--- config.mk ---
export PLATFORM = sky130hd
export DESIGN_NAME = multichannel_amp_ramp
export DESIGN_NICKNAME = d
export VERILOG_FILES = /design/src/rtl/multichannel_amp_ramp.sv
export SDC_FILE = /design/constraint.sdc
export NUM_CORES = 1
export LEC_CHECK = 0
export CAP_MARGIN = 20
export CORE_MARGIN = 3
export CORE_UTILIZATION = 34
export DETAILED_ROUTE_END_ITERATION = 6
export PLACE_DENSITY_LB_ADDON = 0.3
export SLEW_MARGIN = 5
export SYNTH_ARGS = -nofsm -noshare
export SYNTH_HDL_FRONTEND = slang
export SYNTH_SLANG_ARGS = --single-unit
--- constraint.sdc ---
create_clock -name clk -period 16.2 [get_ports clk]
set_input_delay 3.24 -clock clk [delete_from_list [all_inputs] [get_ports clk]]
set_output_delay 3.24 -clock clk [all_outputs]
set_load 0.01 [all_outputs]
--- src/rtl/multichannel_amp_ramp.sv ---
`default_nettype none
// ============================================================================
// multichannel_amp_ramp: time-multiplexed VCA, one shared signed multiplier,
// per-channel amplitude slew toward target. Revision: 1.0
// ============================================================================
module multichannel_amp_ramp #(
  parameter int DATA_BITS      = 12,
  parameter int AMPLITUDE_BITS = 8,
  parameter int CHANNELS       = 4,
  parameter int RAMP_STEP      = 1
) (
  input  logic                                clk,
  input  logic                                rst,
  input  logic                                sample_en,
  input  logic [CHANNELS*DATA_BITS-1:0]       din,
  input  logic [CHANNELS*AMPLITUDE_BITS-1:0]  amplitude,
  output logic [CHANNELS*DATA_BITS-1:0]       dout,
  output logic                                dout_valid,
  output logic                                busy,
  output logic                                overrun
);

  localparam int IDX_W = (CHANNELS > 1) ? $clog2(CHANNELS) : 1;
  localparam logic [IDX_W-1:0] LAST_IDX = IDX_W'(CHANNELS - 1);
  localparam logic [DATA_BITS-1:0] MID = {1'b1, {(DATA_BITS-1){1'b0}}};
  // Steps at or beyond full scale behave identically, so saturate to keep A+1 bits.
  localparam logic [AMPLITUDE_BITS:0] STEP_SAT =
    (RAMP_STEP >= (1 << AMPLITUDE_BITS)) ? (AMPLITUDE_BITS+1)'(1 << AMPLITUDE_BITS)
                                         : (AMPLITUDE_BITS+1)'(RAMP_STEP);

  typedef enum logic [1:0] {IDLE = 2'd0, RUN = 2'd1, DONE = 2'd2} state_t;

  state_t                        state_q, state_d;
  logic [IDX_W-1:0]              idx_q, idx_d;
  logic [DATA_BITS-1:0]          din_q    [CHANNELS];
  logic [DATA_BITS-1:0]          din_d    [CHANNELS];
  logic [AMPLITUDE_BITS-1:0]     tgt_q    [CHANNELS];
  logic [AMPLITUDE_BITS-1:0]     tgt_d    [CHANNELS];
  logic [AMPLITUDE_BITS-1:0]     cur_q    [CHANNELS];
  logic [AMPLITUDE_BITS-1:0]     cur_d    [CHANNELS];
  logic [DATA_BITS-1:0]          shadow_q [CHANNELS];
  logic [DATA_BITS-1:0]          shadow_d [CHANNELS];
  logic [CHANNELS*DATA_BITS-1:0] dout_q, dout_d;
  logic                          dout_valid_q, dout_valid_d;
  logic                          busy_q, busy_d;
  logic                          overrun_q, overrun_d;

  logic [AMPLITUDE_BITS-1:0]               cur_sel, tgt_sel, cur_new;
  logic signed [DATA_BITS-1:0]             smp;
  logic signed [AMPLITUDE_BITS:0]          amp_s;
  logic signed [DATA_BITS+AMPLITUDE_BITS-1:0] prod;
  logic [DATA_BITS-1:0]                    result;

  always_comb begin
    state_d      = state_q;
    idx_d        = idx_q;
    din_d        = din_q;
    tgt_d        = tgt_q;
    cur_d        = cur_q;
    shadow_d     = shadow_q;
    dout_d       = dout_q;
    dout_valid_d = 1'b0;
    overrun_d    = sample_en && (state_q != IDLE);

    cur_sel = cur_q[idx_q];
    tgt_sel = tgt_q[idx_q];
    if (RAMP_STEP == 0 || cur_sel == tgt_sel) begin
      cur_new = tgt_sel;
    end else if (cur_sel < tgt_sel) begin
      if ({1'b0, tgt_sel - cur_sel} <= STEP_SAT) cur_new = tgt_sel;
      else cur_new = AMPLITUDE_BITS'({1'b0, cur_sel} + STEP_SAT);
    end else begin
      if ({1'b0, cur_sel - tgt_sel} <= STEP_SAT) cur_new = tgt_sel;
      else cur_new = AMPLITUDE_BITS'({1'b0, cur_sel} - STEP_SAT);
    end

    // Offset binary to two's complement, scale by the freshly slewed amplitude, floor back.
    smp    = signed'(din_q[idx_q] ^ MID);
    amp_s  = signed'({1'b0, cur_new});
    prod   = (DATA_BITS+AMPLITUDE_BITS)'(smp) * (DATA_BITS+AMPLITUDE_BITS)'(amp_s);
    result = DATA_BITS'(prod >>> AMPLITUDE_BITS) ^ MID;

    case (state_q)
      IDLE: begin
        if (sample_en) begin
          for (int k = 0; k < CHANNELS; k++) begin
            din_d[k] = din[k*DATA_BITS +: DATA_BITS];
            tgt_d[k] = amplitude[k*AMPLITUDE_BITS +: AMPLITUDE_BITS];
          end
          idx_d   = '0;
          state_d = RUN;
        end
      end
      RUN: begin
        cur_d[idx_q]    = cur_new;
        shadow_d[idx_q] = result;
        if (idx_q == LAST_IDX) state_d = DONE;
        else idx_d = idx_q + 1'b1;
      end
      DONE: begin
        for (int k = 0; k < CHANNELS; k++) dout_d[k*DATA_BITS +: DATA_BITS] = shadow_q[k];
        dout_valid_d = 1'b1;
        state_d      = IDLE;
      end
      default: state_d = IDLE;
    endcase

    busy_d = (state_d != IDLE);
  end

  always_ff @(posedge clk or posedge rst) begin
    if (rst) begin
      state_q      <= IDLE;
      idx_q        <= '0;
      dout_q       <= {CHANNELS{MID}};
      dout_valid_q <= 1'b0;
      busy_q       <= 1'b0;
      overrun_q    <= 1'b0;
      for (int k = 0; k < CHANNELS; k++) begin
        din_q[k]    <= '0;
        tgt_q[k]    <= '0;
        cur_q[k]    <= '0;
        shadow_q[k] <= MID;
      end
    end else begin
      state_q      <= state_d;
      idx_q        <= idx_d;
      dout_q       <= dout_d;
      dout_valid_q <= dout_valid_d;
      busy_q       <= busy_d;
      overrun_q    <= overrun_d;
      din_q        <= din_d;
      tgt_q        <= tgt_d;
      cur_q        <= cur_d;
      shadow_q     <= shadow_d;
    end
  end

  assign dout       = dout_q;
  assign dout_valid = dout_valid_q;
  assign busy       = busy_q;
  assign overrun    = overrun_q;

endmodule
`default_nettype wire

==> results of run 1 <==
==> logic make-up (layout without fill, tap and decap cells) <==
group           after synthesis  after routing  share of synthesized area (%)
xor+xnor                     25             25                          1.571
flops                       215            215                          38.67
fa+ha+maj                   133            133                          16.09
compound gates              229            229                          11.47
mux                         172            172                          15.48
buf+inv                     198            322                          5.763
simple gates                327            327                          10.96
==> critical path: cells and delay by family (launching register included) <==
kind                       cells  cell delay (ns)
buffers and inverters          6             0.82
AOI/OAI and AO/OA              7             2.17
and+or+nand+nor               11             2.23
xor gates and xnor gates       1             0.18
DFF                            1             0.34
muxes                          1             0.64
adders and majority gates      7             2.94
==> per-stage QoR <==
stage	hold WS (ns)	instances	utilization, %	area [sq um]
6_report	0.4742	1948	41.29	16550
5_1_grt	0.5089	1948	41.29	16550
4_1_cts	0.4800	1946	41.21	16520
3_5_place_dp	0.4672	1907	39.34	15770
3_3_place_gp	0.4598	1907	39.34	15770
2_1_floorplan	0.4429	1299	-	13940
==> Yosys cell counts, types with 5 or more instances <==
| cell | instances |
|---|---|
| a21o_1 | 7 |
| a21oi_1 | 32 |
| a31oi_1 | 8 |
| and3_1 | 6 |
| buf_2 | 12 |
| clkbuf_1 | 46 |
| dfrtp_1 | 207 |
| dfstp_2 | 8 |
| fa_1 | 77 |
| ha_1 | 56 |
| inv_1 | 128 |
| mux2_2 | 138 |
| mux2i_1 | 13 |
| mux4_2 | 21 |
| nand2_1 | 125 |
| nand2b_1 | 27 |
| nand3_1 | 23 |
| nor2_1 | 72 |
| nor2b_1 | 20 |
| nor3_1 | 15 |
| o2111ai_1 | 12 |
| o211ai_1 | 33 |
| o21a_1 | 8 |
| o21ai_0 | 58 |
| o21ai_1 | 14 |
| o31ai_1 | 5 |
| or2_2 | 8 |
| or3_1 | 6 |
| xnor2_1 | 19 |
| xor2_1 | 6 |
==> per-layer routing <==
layer,up-vias,wire length [um],track usage (%)
met1,5024,14850,21.25
met2,228,17740,28.69
met3,38,1727,2.337
met4,0,690,4.185
met5,-,0,0
li1,4698,-,-
==> flip-flops by register name, indices dropped and copies added (netlist names), 2 cells and up <==
register and cells:
din_q 48, dout 48, idx_q 2, cur_q 32, shadow_q 48, tgt_q 32
state_q 2
==> path summary, 6_finish.rpt <==
path	slack [ns]	endpoint	depth (start not counted)
min reg2reg	0.47	cur_q[30]$_DFFE_PP0P_	2
max reg2reg	6.70	shadow_q[18]$_DFFE_PP0P_	33
max	6.70	shadow_q[18]$_DFFE_PP0P_	33
min	0.47	cur_q[30]$_DFFE_PP0P_	2
min in group asynchronous	3.15	dout[5]$_DFFE_PP0P_	2
max in group asynchronous	11.66	idx_q[1]$_DFFE_PP0P_	3
==> cells in the final DEF, fill, tap and decap left out, types with 12 or more instances in the layout <==
| master | count |
|---|---|
| nor2b_1 | 19 |
| dfrtp_1 | 205 |
| ha_1 | 56 |
| nand2_1 | 123 |
| o211ai_1 | 33 |
| o2111ai_1 | 12 |
| o21ai_0 | 58 |
| xnor2_1 | 19 |
| nand3_1 | 23 |
| clkdlybuf4s50_1 | 133 |
| nor2_1 | 72 |
| o21ai_1 | 14 |
| a21oi_1 | 32 |
| mux2_2 | 138 |
| nor3_1 | 15 |
| nand2b_1 | 27 |
| mux2i_1 | 13 |
| mux4_2 | 21 |
| buf_4 | 17 |
| inv_1 | 127 |
| clkbuf_16 | 23 |
| fa_1 | 77 |
==> area by class of cell <==
cell class / count / area share (%)
inverter: 131 / 3.031
multi-input combinational: 886 / 46.89
tap: 525 / 3.968
clock inverter: 6 / 0.5215
timing repair buffer: 152 / 9.009
sequential: 215 / 32.58
clock buffer: 33 / 4.006
==> reports/qor.csv, run 1 <==
metric,value,unit
status,"finished, final reports clean",
cp.required,16.59,ns
drt_iter0_drc,601,
r2r_start,idx_q[0]$_DFFE_PP0P_,
cts_buffers,23,
drive_gt1_share,18.55,%
yosysWarnings,0,
fin_crit,9.505,ns
synth_edf_count,0,
cts_root_buffer,clkbuf_16,
synth_top_area_share,37.16,%
dieArea,43460,sq um
numPortBuffers,133,
fp.dieH,208.5,um
ys_seq_elements,215,
tns,0,ns
cts_setup_buffers,0,
n_fill_cell,3774,
die_w,208.5,um
wire_per_inst,17.97,um
gp_congestion,0.8958,
drt_wl_total,35.01,mm
viasPerCell,5.127,
clk_path_buf_depth,3,
track_usage,16.34,%
htree_levels,1,
hold_viol,0,
yosys.area.top_type,dfrtp_1,
finClkSkew,0.03298,ns
finalCritPeriodShare,58.67,%
vias,9988,
multi_input_area,7762,sq um
worstSetupStartpoint,idx_q[0]$_DFFE_PP0P_,
hold_path_class,flip-flop to flip-flop,
n_antenna_cell,0,
synth_area,13940,sq um
place_ws,6.816,ns
grt_max_degree,81,
clk_pin_slew,0.06,ns
async_flop_share,100.0,%
start_util,34.76,%
clock-sinks,215,
cp-end-kind,flip-flop,
cts_resized,0,
crit_type,flip-flop to flip-flop,
grt_pass1_vias,10586,
cts_tree,built,
hpwl,25.75,mm
ios,134,
slew_headroom,33.10,%
fin_ws,6.695,ns
maxSlewViolCount,0,
setup_viol,0,
rows,73,
arrival,9.90,ns
drc,0,
holdBufCountCts,0,
first_pass_iters,5,
antenna_found_initial,0,
worstHoldStart,cur_q[30]$_DFFE_PP0P_,
syn-num-nets,1515,
antenna_left,0,
overflow,0,
syn_to_final_growth,18.77,%
nets,1625,
worst_path_max_delay_cell,mux4_2,
ys.flop_type,dfrtp_1,
syn_inst,1299,
rsz0062_at_grt,no,
synth_cell_types,74,
core-area,40100,sq um
cap_violations,0,
clk_latency,0.54,ns
worstSetupStartpointType,flip-flop,
fmax,105.2,MHz
ff_latch_area,5393,sq um
crit_fanout,41,
avgSynthCellArea,10.73,sq um
synth.area.top_cells,"dfrtp_1 (37%), mux2_2 (11%), fa_1 (11%)",
cpPeakStageDelay,0.64,ns
ys_seq_area_share,38.67,%
grt_pass1_wl,57.52,mm
tightest_slew,1.003,ns
Power of run 1 is left out: the tool's default activity adds up to more than one toggle a clock period on the data nets, which glitch-free logic cannot reach.
==> inputs of run 2 (changes only) <==
==> constraint.sdc (replaced) <==
create_clock -name clk -period 8.6 [get_ports clk]
set_input_delay 1.72 -clock clk [delete_from_list [all_inputs] [get_ports clk]]
set_output_delay 1.72 -clock clk [all_outputs]
set_load 0.01 [all_outputs]
==> reports/qor.csv, run 2 (synthesized netlist as in run 1, its figures left out) <==
metric,value,unit,change
hpwl,26.15,mm,+1.6%
clk_pin_slew,0.06,ns,about the same
cp.required,8.97,ns,-7.62 ns
drt_wl_total,36.02,mm,+2.9%
worstSetupStartpointType,flip-flop,,
cpPeakStageDelay,0.55,ns,-0.09 ns
status,"finished, final reports clean",,
ios,134,,unchanged
grt_pass1_vias,10663,,+0.73%
drive_gt1_share,22.27,%,+3.7 points
n_antenna_cell,0,,unchanged
crit_fanout,7,,-83%
track_usage,16.54,%,+0.19 points
fmax,121.9,MHz,+16%
clk_path_buf_depth,3,,unchanged
drt_iter0_drc,636,,+5.8%
cp-end-kind,flip-flop,,
crit_type,flip-flop to flip-flop,,
overflow,0,,unchanged
final_common_cell,dfrtp_1,,
antenna_left,0,,unchanged
vias,10162,,+1.7%
setup_viol,0,,unchanged
grt_pass1_wl,58.64,mm,+1.9%
cts_buffers,25,,+8.7%
clock-sinks,215,,unchanged
tightest_slew,1.026,ns,+0.02299 ns
arrival,8.58,ns,-1.32 ns
grt_max_degree,100,,+23%
fin_cells,1980,,+1.6%
worst_hold_slack,0.4752,ns,+0.0009880 ns
clk_latency,0.55,ns,about the same
final_cell_mix,"dfrtp_1 (205), mux2_2 (138), clkdlybuf4s50_1 (133), inv_1 (124), nand2_1 (121)",,
syn_to_final_growth,22.29,%,
slew_headroom,31.57,%,-1.5 points
rows,73,,unchanged
dp.cells,1927,,+1.0%
cts_tree,built,,
die_w,208.5,um,unchanged
gp_congestion,0.9466,,+5.7%
drc,0,,unchanged
antenna_found_initial,0,,unchanged
dieArea,43460,sq um,unchanged
fp.dieH,208.5,um,unchanged
holdBufCountCts,0,,unchanged
core-area,40100,sq um,unchanged
viasPerCell,5.132,,about the same
nets,1652,,+1.7%
start_util,34.76,%,unchanged
finalCritPeriodShare,95.40,%,+37 points
placed_area,15930,sq um,+1.0%
worst_path_max_delay_cell,fa_1,,
fin_crit,8.204,ns,-1.300 ns
numPortBuffers,133,,unchanged
cts_root_buffer,clkbuf_16,,
design_area,17050,sq um,+3.0%
finClkSkew,0.03876,ns,+0.005788 ns
hold_path_class,flip-flop to flip-flop,,
htree_levels,1,,unchanged
wire_per_inst,18.19,um,+1.2%
maxSlewViolCount,0,,unchanged
postLayoutCoreUtil,42.51,%,+1.2 points
hold_viol,0,,unchanged
first_pass_iters,5,,unchanged
cap_violations,0,,unchanged
run 2: cell type report:
type	count	area (sq um)
clock buffers	32	681.9
repair buffers	176	1673
clock inverters	14	230.2
fillers	3744	23050
inverters	131	501.7
multi-input cells	887	7909
well taps	525	656.9
flip-flops and latches	215	5393
run 2: repair_timing:
item | CTS | global route
pin swaps | 0 | 6
buffers inserted | 0 | 5
gates cloned | 0 | 1
setup endpoints to repair | 16 | 28
resized for setup | 1 | 37
run 2: worst max-delay path, delay by kind of cell (launching register included):
family | cells | cell delay, ns
and+or+nand+nor | 9 | 1.80
xor gates and xnor gates | 1 | 0.19
DFF | 1 | 0.46
adders and majority gates | 7 | 3.00
AOI/OAI and AO/OA | 8 | 1.22
buffers and inverters | 8 | 0.93
muxes | 1 | 0.41
run 2: metrics by stage:
step	TNS (ns)	worst slack (ns)
3_3_place_gp	0	0.1141
2_1_floorplan	0	0.03496
4_1_cts	0	0.04459
5_1_grt	-0.001111	-0.001111
3_5_place_dp	-0.1193	-0.03941
6_report	0	0.3956
run 2: metal layers:
layer	vias up	track usage, %	wire, um
met5	-	0	0
met1	5112	21.93	15450
met2	245	28.26	17880
li1	4756	-	-
met4	0	4.766	836
met3	49	2.367	1856
run 2: worst paths after layout:
check / start / to / slack (ns) / depth (start not counted)
hold / removal: cur_q[12]$_DFFE_PP0P_ / cur_q[12]$_DFFE_PP0P_ / 0.48 / 2
setup reg to reg: idx_q[0]$_DFFE_PP0P_ / shadow_q[44]$_DFFE_PP0P_ / 0.40 / 34
setup / recovery: idx_q[0]$_DFFE_PP0P_ / shadow_q[44]$_DFFE_PP0P_ / 0.40 / 34
hold reg to reg: cur_q[12]$_DFFE_PP0P_ / cur_q[12]$_DFFE_PP0P_ / 0.48 / 2
min in group asynchronous: rst / dout[41]$_DFFE_PP0P_ / 1.70 / 2
max in group asynchronous: rst / idx_q[0]$_DFFE_PP0P_ / 5.57 / 3
Power of run 2 is left out for the same reason.
==> RTL edit 1 (settings of run 2) <==
Change the parameter `RAMP_STEP` from 1 to 0.
--- a/src/rtl/multichannel_amp_ramp.sv
+++ b/src/rtl/multichannel_amp_ramp.sv
@@ -8,5 +8,5 @@
   parameter int AMPLITUDE_BITS = 8,
   parameter int CHANNELS       = 4,
-  parameter int RAMP_STEP      = 1
+  parameter int RAMP_STEP      = 0
 ) (
   input  logic                                clk,
Check against the original RTL: not equivalent (Yosys sat finds a counterexample within 10 cycles, from zero or initial values and one cycle with rst high).
==> RTL edit 1 against run 2 <==
Cell area down 22%. Routed wire length down 33%. Worst setup slack better by 1.6 ns. Synthesized cell count down 29%. Count of clock-buffer cells in the layout down 15. Sequential share of layout area up 3.0 points. Area after synthesis down 22%. Sequential cell count down 32. First-iteration DRC count down 50%. Worst hold slack better by 0.0039 ns. Critical endpoint is now shadow_q[21].
Power is not shown: default switching activity piles up to over one toggle a cycle in this logic, so the estimate is an artifact.
==> RTL edit 1: results (changes against run 2) <==
- Met3 wire length: 1280 microns (-31%)
- Total GRT Usage: 14.9% (-1.7 points)
- Top cells by area, synth: dfrtp_1 (40%), fa_1 (14%), mux2_2 (13%), ha_1 (4.5%), mux4_2 (4.1%)
- Post-CTS sizing: 0 (-1)
- M1 WL: 11500 microns (-26%)
- Wire length on met2: 11100 microns (-38%)
- Compound-gate portion of the synthesized area: 5.64% (-5.8 points)
- Inserted Clock Buffers: 17 (-32%)
- Vias in the first global route: 7482 (-30%)
- Hpwl dp: 18500 microns (-29%)
- TritonRoute pass-1 iters: 4 (-1)
- GP Congestion: 0.791 (-16%)
- H-tree depth: 4 (+3)
- Layout Skew: 0.0140 ns (-0.0248 ns)
- Critical path arrival: 6.90 ns (-1.68 ns)
- Post-synth cell types: 53 (-28%)
- Status: completed
- GR Layer Usage met2: 23.5% (-4.8 points)
- Routing usage on met3: 3.93% (+1.6 points)
- CP max-delay cell: dfrtp_1
- Clock transition at path regs: 0.08 ns (+0.02 ns)
- Max transition margin: 32.6% (+1.0 points)
- Crit-path max cell delay: 0.97 ns (+0.42 ns)
- Final nets: 1237 (-25%)
- Clock Latency Late Sink: 0.45 ns (-0.10 ns)
- Grt met1 use: 20.6% (-1.3 points)
- Post-synthesis mux area share: 18.6% (+3.1 points)
- Post-synthesis sequential area ratio: 42.2% (+3.5 points)
- Top post-synthesis cells by count: dfrtp_1 (175), mux2_2 (129), nand2_1 (113)
- WL per Instance: 16.6 microns (-8.5%)
==> RTL edit 1: per-stage QoR <==
step	instance area [sq um]	cells	worst slack, ns	hold WS (ns)	util (%)
finish	13300	1449	1.99	0.479	42.6
CTS	13200	1448	1.96	0.484	42.6
global route	13300	1449	1.67	0.505	42.6
global placement	12600	1416	1.98	0.461	40.6
floorplan	10900	921	1.92	0.444	-
detailed placement	12600	1416	1.98	0.467	40.6
==> RTL edit 1: worst paths after layout <==
check	startpoint	end	slack [ns]
hold reg to reg	shadow_q[11]	shadow_q[11]	0.48
hold / removal	shadow_q[11]	shadow_q[11]	0.48
max in group asynchronous	rst	din_q[29]	5.73
setup reg to reg	idx_q[1]	shadow_q[21]	1.99
min in group asynchronous	rst	dout[0]	1.71
setup / recovery	idx_q[1]	shadow_q[21]	1.99
==> RTL edit 1: area by class of cell <==
class	instances	area, sq um
fill	2956	17800
clock buffer	17	425
sequential	183	4590
clock inverter	15	184
timing repair buffer	140	1400
multi-input combinational	591	5750
inverter	107	407
tap	396	495
==> RTL edit 2 (config.mk and constraints of run 2) <==
Made on the original files. The output `overrun` loses its register stage (`overrun_q` becomes a continuous assignment).
--- a/src/rtl/multichannel_amp_ramp.sv
+++ b/src/rtl/multichannel_amp_ramp.sv
@@ -116,5 +116,4 @@
       dout_valid_q <= 1'b0;
       busy_q       <= 1'b0;
-      overrun_q    <= 1'b0;
       for (int k = 0; k < CHANNELS; k++) begin
         din_q[k]    <= '0;
@@ -129,5 +128,4 @@
       dout_valid_q <= dout_valid_d;
       busy_q       <= busy_d;
-      overrun_q    <= overrun_d;
       din_q        <= din_d;
       tgt_q        <= tgt_d;
@@ -136,4 +134,6 @@
     end
   end
+
+  assign overrun_q = overrun_d;
 
   assign dout       = dout_q;
Behaviour: not the same (a bounded check fails within 4 cycles, from zero or initial values and one cycle with rst high).
==> RTL edit 2 against run 2 <==
Cell area decreased by 0.32%. Critical path type unchanged. Clock skew decreased by 0.022 ns. Critical endpoint is now shadow_q[20]. Sequential cell count decreased by 1. Area after synthesis decreased by 0.18%. Highest routed layer unchanged. Worst setup slack improved by 0.046 ns. Routed wire length decreased by 0.80%. Worst hold slack improved by 0.0012 ns. Critical path depth unchanged.
Power is left out: the tool's default activity adds up to more than one toggle a clock period on the data nets, which glitch-free logic cannot reach.
==> RTL edit 2: results (changes against run 2) <==
- Final Non-Filler Cells: 1990 (+0.51%)
- Final nets: 1664 (+0.73%)
- Min-delay src: cur_q[14]
- Syn nets: 1514 (-0.066%)
- R2r endpoint: shadow_q[20]
- DRT iter0 DRCs: 588 (-7.5%)
- Critical path arrival: 8.52 ns (-0.06 ns)
- FF+latch area: 5370 sq um (-0.46%)
- GP Congestion: 0.865 (-8.6%)
- Vias in the first global route: 10800 (+1.5%)
- Layout cells sized above 1: 22.0% (-0.29 points)
- Final hold slack: 0.476 ns (+0.00118 ns)
- Hold Crit Endpoint: cur_q[14]
- Placed insts: 1934 (+0.36%)
- Clock Latency Late Sink: 0.53 ns (-0.02 ns)
- Post-Place Cell Area: 16000 sq um (+0.30%)
- Max transition margin: 37.5% (+5.9 points)
- Layout Skew: 0.0165 ns (-0.0222 ns)
- WL per Instance: 18.0 microns (-1.3%)
- Clock transition at path regs: 0.06 ns (about the same)
- Total GRT Usage: 16.5% (about the same)
- Most frequent cell after synthesis: dfrtp_1
- Top cells by area, synth: dfrtp_1 (37%), mux2_2 (11%), fa_1 (11%), ha_1 (5.0%), inv_1 (3.5%)
- Yosys warning count: 0 (unchanged)
- Setup Slack @ Placement: 0.165 ns (+0.204 ns)
- Reg2Reg Setup Slack: 0.44 ns (+0.05 ns)
- First-pass GRT wire length: 58800 microns (+0.31%)
- Clock Tree Buf Depth: 3 (unchanged)
- Post-synthesis sequential area ratio: 38.6% (-0.11 points)
- Hpwl dp: 26200 microns (+0.17%)
- Antenna diodes: 0 (unchanged)
- Crit-path max cell delay: 0.54 ns
- Pin count of the biggest net entering global routing: 86 (-14%)
- Via-to-Cell Ratio: 5.13 (about the same)
- Post-CTS sizing: 0 (-1)
- Top post-synthesis cells by count: dfrtp_1 (206), mux2_2 (138), inv_1 (128)
- Syn avg cell area: 10.7 sq um (-0.10%)
- FILL cells: 3720 (-0.64%)
- HP Class: flip-flop to flip-flop
- TritonRoute pass-1 iters: 7 (+2)
- Worst Path Max Fanout: 16 (+9)
- Status: completed
==> RTL edit 2: worst max-delay path by stage <==
| stage | depth (start not counted) | end | start | slack (ns) |
|---|---|---|---|---|
| 6_report | 34 | shadow_q[20] | idx_q[0] | 0.44 |
| 5_1_grt | 32 | shadow_q[46] | idx_q[0] | 0.02 |
| 4_1_cts | 26 | shadow_q[35] | idx_q[0] | 0.04 |
| 3_5_place_dp | 30 | shadow_q[22] | idx_q[0] | 0.16 |
| 3_3_place_gp | 30 | shadow_q[21] | idx_q[0] | 0.20 |
| 2_1_floorplan | 36 | shadow_q[22] | idx_q[0] | 0.03 |
==> RTL edit 2: layout make-up <==
type	instances	share of cell area, %
Clock buffer	37	4.18
Sequential cell	214	31.6
Clock inverter	7	0.648
Timing Repair Buffer	190	10.5
Multi-Input combinational cell	886	46.2
Inverter	131	2.95
Tap cell	525	3.87
==> RTL edit 2: per-layer routing <==
metal  vias to the layer above  share of wire (%)  global-route usage, %
met5                         -                  0                      0
met4                         0                2.5                   5.09
met3                        51                4.0                   1.70
met2                       247                 51                   29.4
met1                      5150                 43                   21.2
li1                       4762                  -                      -
==> RTL edit 2: worst max-delay path, delay by kind of cell (launching register included) <==
family / cells / cell delay [ns]
flops: 1 / 0.49
simple gates: 7 / 1.39
fa+ha+maj: 7 / 2.88
mux: 1 / 0.39
xor+xnor: 1 / 0.16
compound gates: 9 / 1.44
buf+inv: 9 / 1.20
==> RTL edit 2: cells by family after synthesis <==
group / Yosys count / share of synthesized area (%)
AND/OR/NAND/NOR: 327 / 11.0
XOR/XNOR: 25 / 1.57
AO/OA/AOI/OAI: 229 / 11.5
buffers and inverters: 198 / 5.77
flip-flops: 214 / 38.6
multiplexers: 172 / 15.5
adder cells (fa/ha/maj): 133 / 16.1
